**src/rtl/inst_fetch.sv**
```systemverilog
// inst_fetch: sCPU fetch stage holding the PC, one outstanding imem read at a time,
// a registered instruction presented with valid/ready, and branch redirect squashing.
module inst_fetch #(
  parameter int              PC_W     = 8,
  parameter int              INST_W   = 8,
  parameter logic [PC_W-1:0] RESET_PC = '0
) (
  input  logic              clk,
  input  logic              rst_n,
  output logic              imem_req,
  output logic [PC_W-1:0]   imem_addr,
  input  logic              imem_rvalid,
  input  logic [INST_W-1:0] imem_rdata,
  output logic              if_valid,
  output logic [INST_W-1:0] if_inst,
  output logic [PC_W-1:0]   if_pc,
  output logic [1:0]        if_op,
  input  logic              id_ready,
  input  logic              br_taken,
  input  logic [PC_W-1:0]   br_target
);
  typedef enum logic [1:0] {IDLE, FETCH, WAIT, HOLD} state_t;
  state_t            r_state;
  logic [PC_W-1:0]   r_pc;
  logic [PC_W-1:0]   r_if_pc;
  logic [INST_W-1:0] r_if_inst;
  logic              r_kill;
  logic              r_if_valid;
  // HOLD re-fetches in the consume cycle unless a redirect squashes the held instruction
  assign imem_req  = r_state == FETCH || (r_state == HOLD && id_ready && !br_taken);
  assign imem_addr = r_pc;
  assign if_valid  = r_if_valid;
  assign if_inst   = r_if_inst;
  assign if_pc     = r_if_pc;
  assign if_op     = r_if_inst[INST_W-1 -: 2];
  always_ff @(posedge clk) begin
    if (!rst_n) begin
      r_state    <= IDLE;
      r_pc       <= RESET_PC;
      r_kill     <= 1'b0;
      r_if_valid <= 1'b0;
      r_if_inst  <= '0;
      r_if_pc    <= '0;
    end else begin
      case (r_state)
        IDLE: r_state <= FETCH;
        FETCH: begin
          r_state <= WAIT;
          if (br_taken) begin
            r_pc   <= br_target;
            r_kill <= 1'b1;
          end
        end
        WAIT: begin
          if (br_taken) begin
            r_pc   <= br_target;
            r_kill <= !imem_rvalid;
            if (imem_rvalid) r_state <= FETCH;
          end else if (imem_rvalid && r_kill) begin
            r_kill  <= 1'b0;
            r_state <= FETCH;
          end else if (imem_rvalid) begin
            r_if_inst  <= imem_rdata;
            r_if_pc    <= r_pc;
            r_if_valid <= 1'b1;
            r_pc       <= r_pc + {{(PC_W-1){1'b0}}, 1'b1};
            r_state    <= HOLD;
          end
        end
        HOLD: begin
          if (br_taken) begin
            r_pc       <= br_target;
            r_if_valid <= 1'b0;
            r_state    <= FETCH;
          end else if (id_ready) begin
            r_if_valid <= 1'b0;
            r_state    <= WAIT;
          end
        end
        default: r_state <= IDLE;
      endcase
    end
  end
endmodule

```
**config.mk**
```make
export PLATFORM = sky130hd
export DESIGN_NAME = inst_fetch
export DESIGN_NICKNAME = d
export VERILOG_FILES = /design/src/rtl/inst_fetch.sv
export SDC_FILE = /design/constraint.sdc
export NUM_CORES = 1
export LEC_CHECK = 0
export ABC_AREA = 1
export CAP_MARGIN = 20
export CORE_MARGIN = 1
export CORE_UTILIZATION = 47
export DETAILED_ROUTE_END_ITERATION = 12
export GPL_ROUTABILITY_DRIVEN = 0
export PLACE_DENSITY = 0.84
export SYNTH_ARGS = -nofsm -noshare
export SYNTH_HDL_FRONTEND = slang
export SYNTH_SLANG_ARGS = --single-unit
```
**constraint.sdc**
```tcl
create_clock -name clk -period 3.4 [get_ports clk]
set_clock_uncertainty 0.15 [all_clocks]
set_input_delay 0.68 -clock clk [delete_from_list [all_inputs] [get_ports clk]]
set_output_delay 0.68 -clock clk [all_outputs]
set_load 0.005 [all_outputs]
```
# --- Word level (Yosys, flattened, before mapping) ---
# Index checks and enable logic that the tools add are counted.
word_totals:
  output_inout_bits: 28
  reg_bits: 28
classes:
  bitwise: 2
  add_sub_neg: 1
  n_reduce_logical: 16
  mux: 22
  eq_ne: 14
op_table:
  columns: ["cell", "n"]
  rows:
  - ["8-bit two-way mux", 4]
  - ["3-bit != test (second input constant)", 6]
  - ["8-bit one-hot mux with 2 select lines", 1]
  - ["2-bit two-way mux", 6]
  - ["8-bit by 1-bit adder with 8-bit output (second input constant)", 1]
  - ["1-bit two-way mux", 8]
  - ["2-bit != test (second input constant)", 4]
  - ["2-bit one-hot mux with 4 select lines", 1]
  - ["4-bit AND reduction", 2]
  - ["3-bit AND reduction", 2]
  - ["2-bit nonzero test", 3]
  - ["5-bit AND reduction", 1]
  - ["2-bit equality test (second input constant)", 2]
  - ["1-bit one-hot mux with 2 select lines", 2]
  - ["1-bit logical AND", 3]
  - ["2-bit by 1-bit equality test with 1-bit output (second input constant)", 1]
  - ["1-bit zero test", 2]
  - ["2-bit zero test", 1]
  - ["2-bit by 1-bit != test with 1-bit output (second input constant)", 1]
  - ["1-bit NOT", 2]
  - ["2-bit OR reduction", 1]
  - ["1-bit logical OR", 1]

# --- Depth between registers and ports, before layout ---
depth:
  word_depth: 5
  depth_mapped: 9

# --- Least setup slack after synthesis ---
# Ideal clock, no wire load.
synth_timing:
  path_kind: "input -> output"
  from: "input br_taken"
  to: "output imem_req"
  slack_ns: 1.641
  stages: 2
  arrival_time_ns: 0.929
  n_path_buf: 0
  required_time_ns: 2.570
  cell_sequence: "inv_2 > a31o_2"
synth_between:
  elab_chain_len: 3
synth_lines:
  columns: ["element", "line", "source"]
  rows:
  - ["from (decl)", "19", "input logic br_taken,"]
  - ["1-bit zero test", "30", "assign imem_req = r_state == FETCH || (r_state == HOLD && id_ready && !br_taken);"]
  - ["1-bit logical AND", "30", null]
  - ["1-bit logical OR", "30", null]
  - ["to (decl)", "10", "output logic imem_req,"]
# No other way between the ends.

# --- Final worst setup path ---
# Same ends and word-level chain as after synthesis.

==> results_dict.tcl <==
set metrics [dict create \
    drt_first_pass_iters 4 \
    clock_sinks 28 \
    nets 267 \
    num_antenna_cells 0 \
    seq_area_frac_synth 0.422 \
    start_util 0.518 \
    cts_resized 0 \
    stdcell_count 274 \
    powerDensity_mw_per_mm2 378 \
    drt-initial-drc-count 23 \
    period_minus_slack_ps 2810 \
    clock_path_buffers 2 \
    worst_pin_slew_ps 741 \
    grt_max_degree 25 \
    holdCritPathClass "reg -> reg" \
    slowest_stage "clkdlybuf4s50_1" \
    wl_per_cell_um 10.3 \
    io_pins 49 \
    peakVddDrop_uv 411 \
    max_stage_delay_ps 560 \
    syn_inst 198 \
    path_cells "clkdlybuf4s50_1 > inv_2 > a31o_2 > clkdlybuf4s50_1" \
    async_flop_share 0 \
    post-place-cells 270 \
    syn-cell-area_mm2 0.00133 \
    grt_util_met1 0.269 \
    critical_path_class "in -> out" \
    status "complete, no violations" \
    die_h_um 55.2 \
    cp.required_ps 2570 \
    clkTransAtPathRegs_ps 140 \
    fin_setup_tns_ps 0 \
    worst_setup_path_end_kind "output port" \
    hold_viol 0 \
    synth-edff-count 0 \
    insertion_delay_ps 320 \
    cpMostUsedCell "clkdlybuf4s50_1" \
    viasPerCell 4.85 \
    busiest_layer "met2" \
    cts-root-buf "clkbuf_4" \
    yosysUniqueCellTypes 23 \
    grt-ovfl-total 0 \
    drt-total-wl_um 2830 \
    cts_tree "built" \
    die_x_um 55.2 \
    grt_setup_unrepaired "false" \
    synth_fp_nets 220 \
    grt_usage 0.207 \
    area_delta_synth_final_pct 38.5 \
    grt_use_met3 0.0574 \
    final_antenna_net_count 0 \
    htree_levels 1 \
    port_buffers 48 \
    drive_above_1_share 0.0697 \
    cts_hold_buffers 0 \
    synth_area_per_cell_um2 6.71 \
    crit_fanout 5 \
    post_cts_buffers 0 \
    row_count 18 \
    layout_commonest_cell "nor2_1" \
    setup_violations 0 \
    finalMaxSlewViolations 0 \
    yosysWarnings 0 \
    nFillCells 232 \
    vias 1328 \
    place.detailed.hpwl_um 2100 \
    final_cell_mix "52 x nor2_1, 48 x clkdlybuf4s50_1, 34 x nand2_1" \
    gr-usage-met2 0.349 \
    die_area_mm2 0.00304 \
    start_kind "input port" \
    grt_pass1_wl_um 4530 \
    timing.final.crit_share 0.826 \
    maxSlewHeadroom 0.505 \
    drc 0 \
    core_area_mm2 0.00257 \
    grt_pass1_vias 1067 \
    power.leakage_nw 0.746 \
    antenna_found_initial 0 \
    ys_ff_latch 28 \
    numCtsBuffers 3 \
    maxCapViolCount 0 \
    cp.arrival_ps 1980 \
    ys.flop_type "dfxtp_1" \
    max_freq_mhz 356 \
]
area by class of cell:
class | instances | area (um^2) | area share
Inverter | 21 | 81.3 | 0.0442
Timing Repair Buffer | 49 | 488 | 0.265
Clock buffer | 4 | 36.3 | 0.0197
Sequential cell | 28 | 561 | 0.305
Tap cell | 30 | 37.5 | 0.0204
Multi-Input combinational cell | 142 | 637 | 0.346
registers in the layout, summed over array words and instances, names as in the netlist:
| signal | count |
|---|---|
| if_inst | 8 |
| if_pc | 8 |
| imem_addr | 8 |
| r_state | 2 |
| if_valid | 1 |
| r_kill | 1 |
per-stage QoR:
step	util	hold WS [ps]	worst slack, ps	instance area (um^2)	power (mW)
after detailed placement	0.703	321	590	1800	0.545
after floorplan	-	313	1640	1330	0.464
after global routing	0.717	372	539	1840	0.744
final	0.717	346	590	1840	0.696
after global placement	0.703	311	603	1800	0.543
after CTS	0.717	349	589	1840	0.704
per-layer routing:
| layer | wire, um | vias to the layer above |
|---|---|---|
| met3 | 194 | 2 |
| met1 | 1310 | 570 |
| li1 | - | 716 |
| met2 | 1310 | 40 |
| met5 | 0 | - |
| met4 | 13 | 0 |
cell usage after synthesis, types with 2 or more instances:
library cell	n	share of area
o21ai_0	24	0.090
inv_2	2	0.0057
nand2_1	34	0.096
nor2_2	4	0.019
nor2_1	52	0.15
dfxtp_1	28	0.42
nand2_2	2	0.0094
clkbuf_1	2	0.0057
buf_4	2	0.011
o21ai_1	2	0.0075
inv_1	18	0.051
a21oi_1	7	0.026
nand3_1	10	0.038
buf_6	2	0.017
path summary, 6_finish.rpt:
path / slack, ps / to / from / cells after the start
max: 590 / imem_req / br_taken / 4
min: 350 / if_inst[3] / if_inst[3] / 2
max reg2reg: 1940 / if_pc[2] / r_state[1] / 6
min reg2reg: 350 / if_inst[3] / if_inst[3] / 2
worst max-delay path, delay by kind of cell:
family	cells	cell delay, ps
buffers and inverters	3	1070
AOI/OAI and AO/OA	1	230
cells by family after synthesis:
family	synth area share
simple gates	0.321
buf+inv	0.0989
fa+ha+maj	0.00941
flops	0.422
compound gates	0.149
report_power, final:
group          internal [mW]  total (mW)  switching (mW)
sequential             0.350       0.373          0.0230
clock                 0.0656       0.158          0.0924
combinational         0.0878       0.165          0.0771
(Power assumes the default switching activity.)
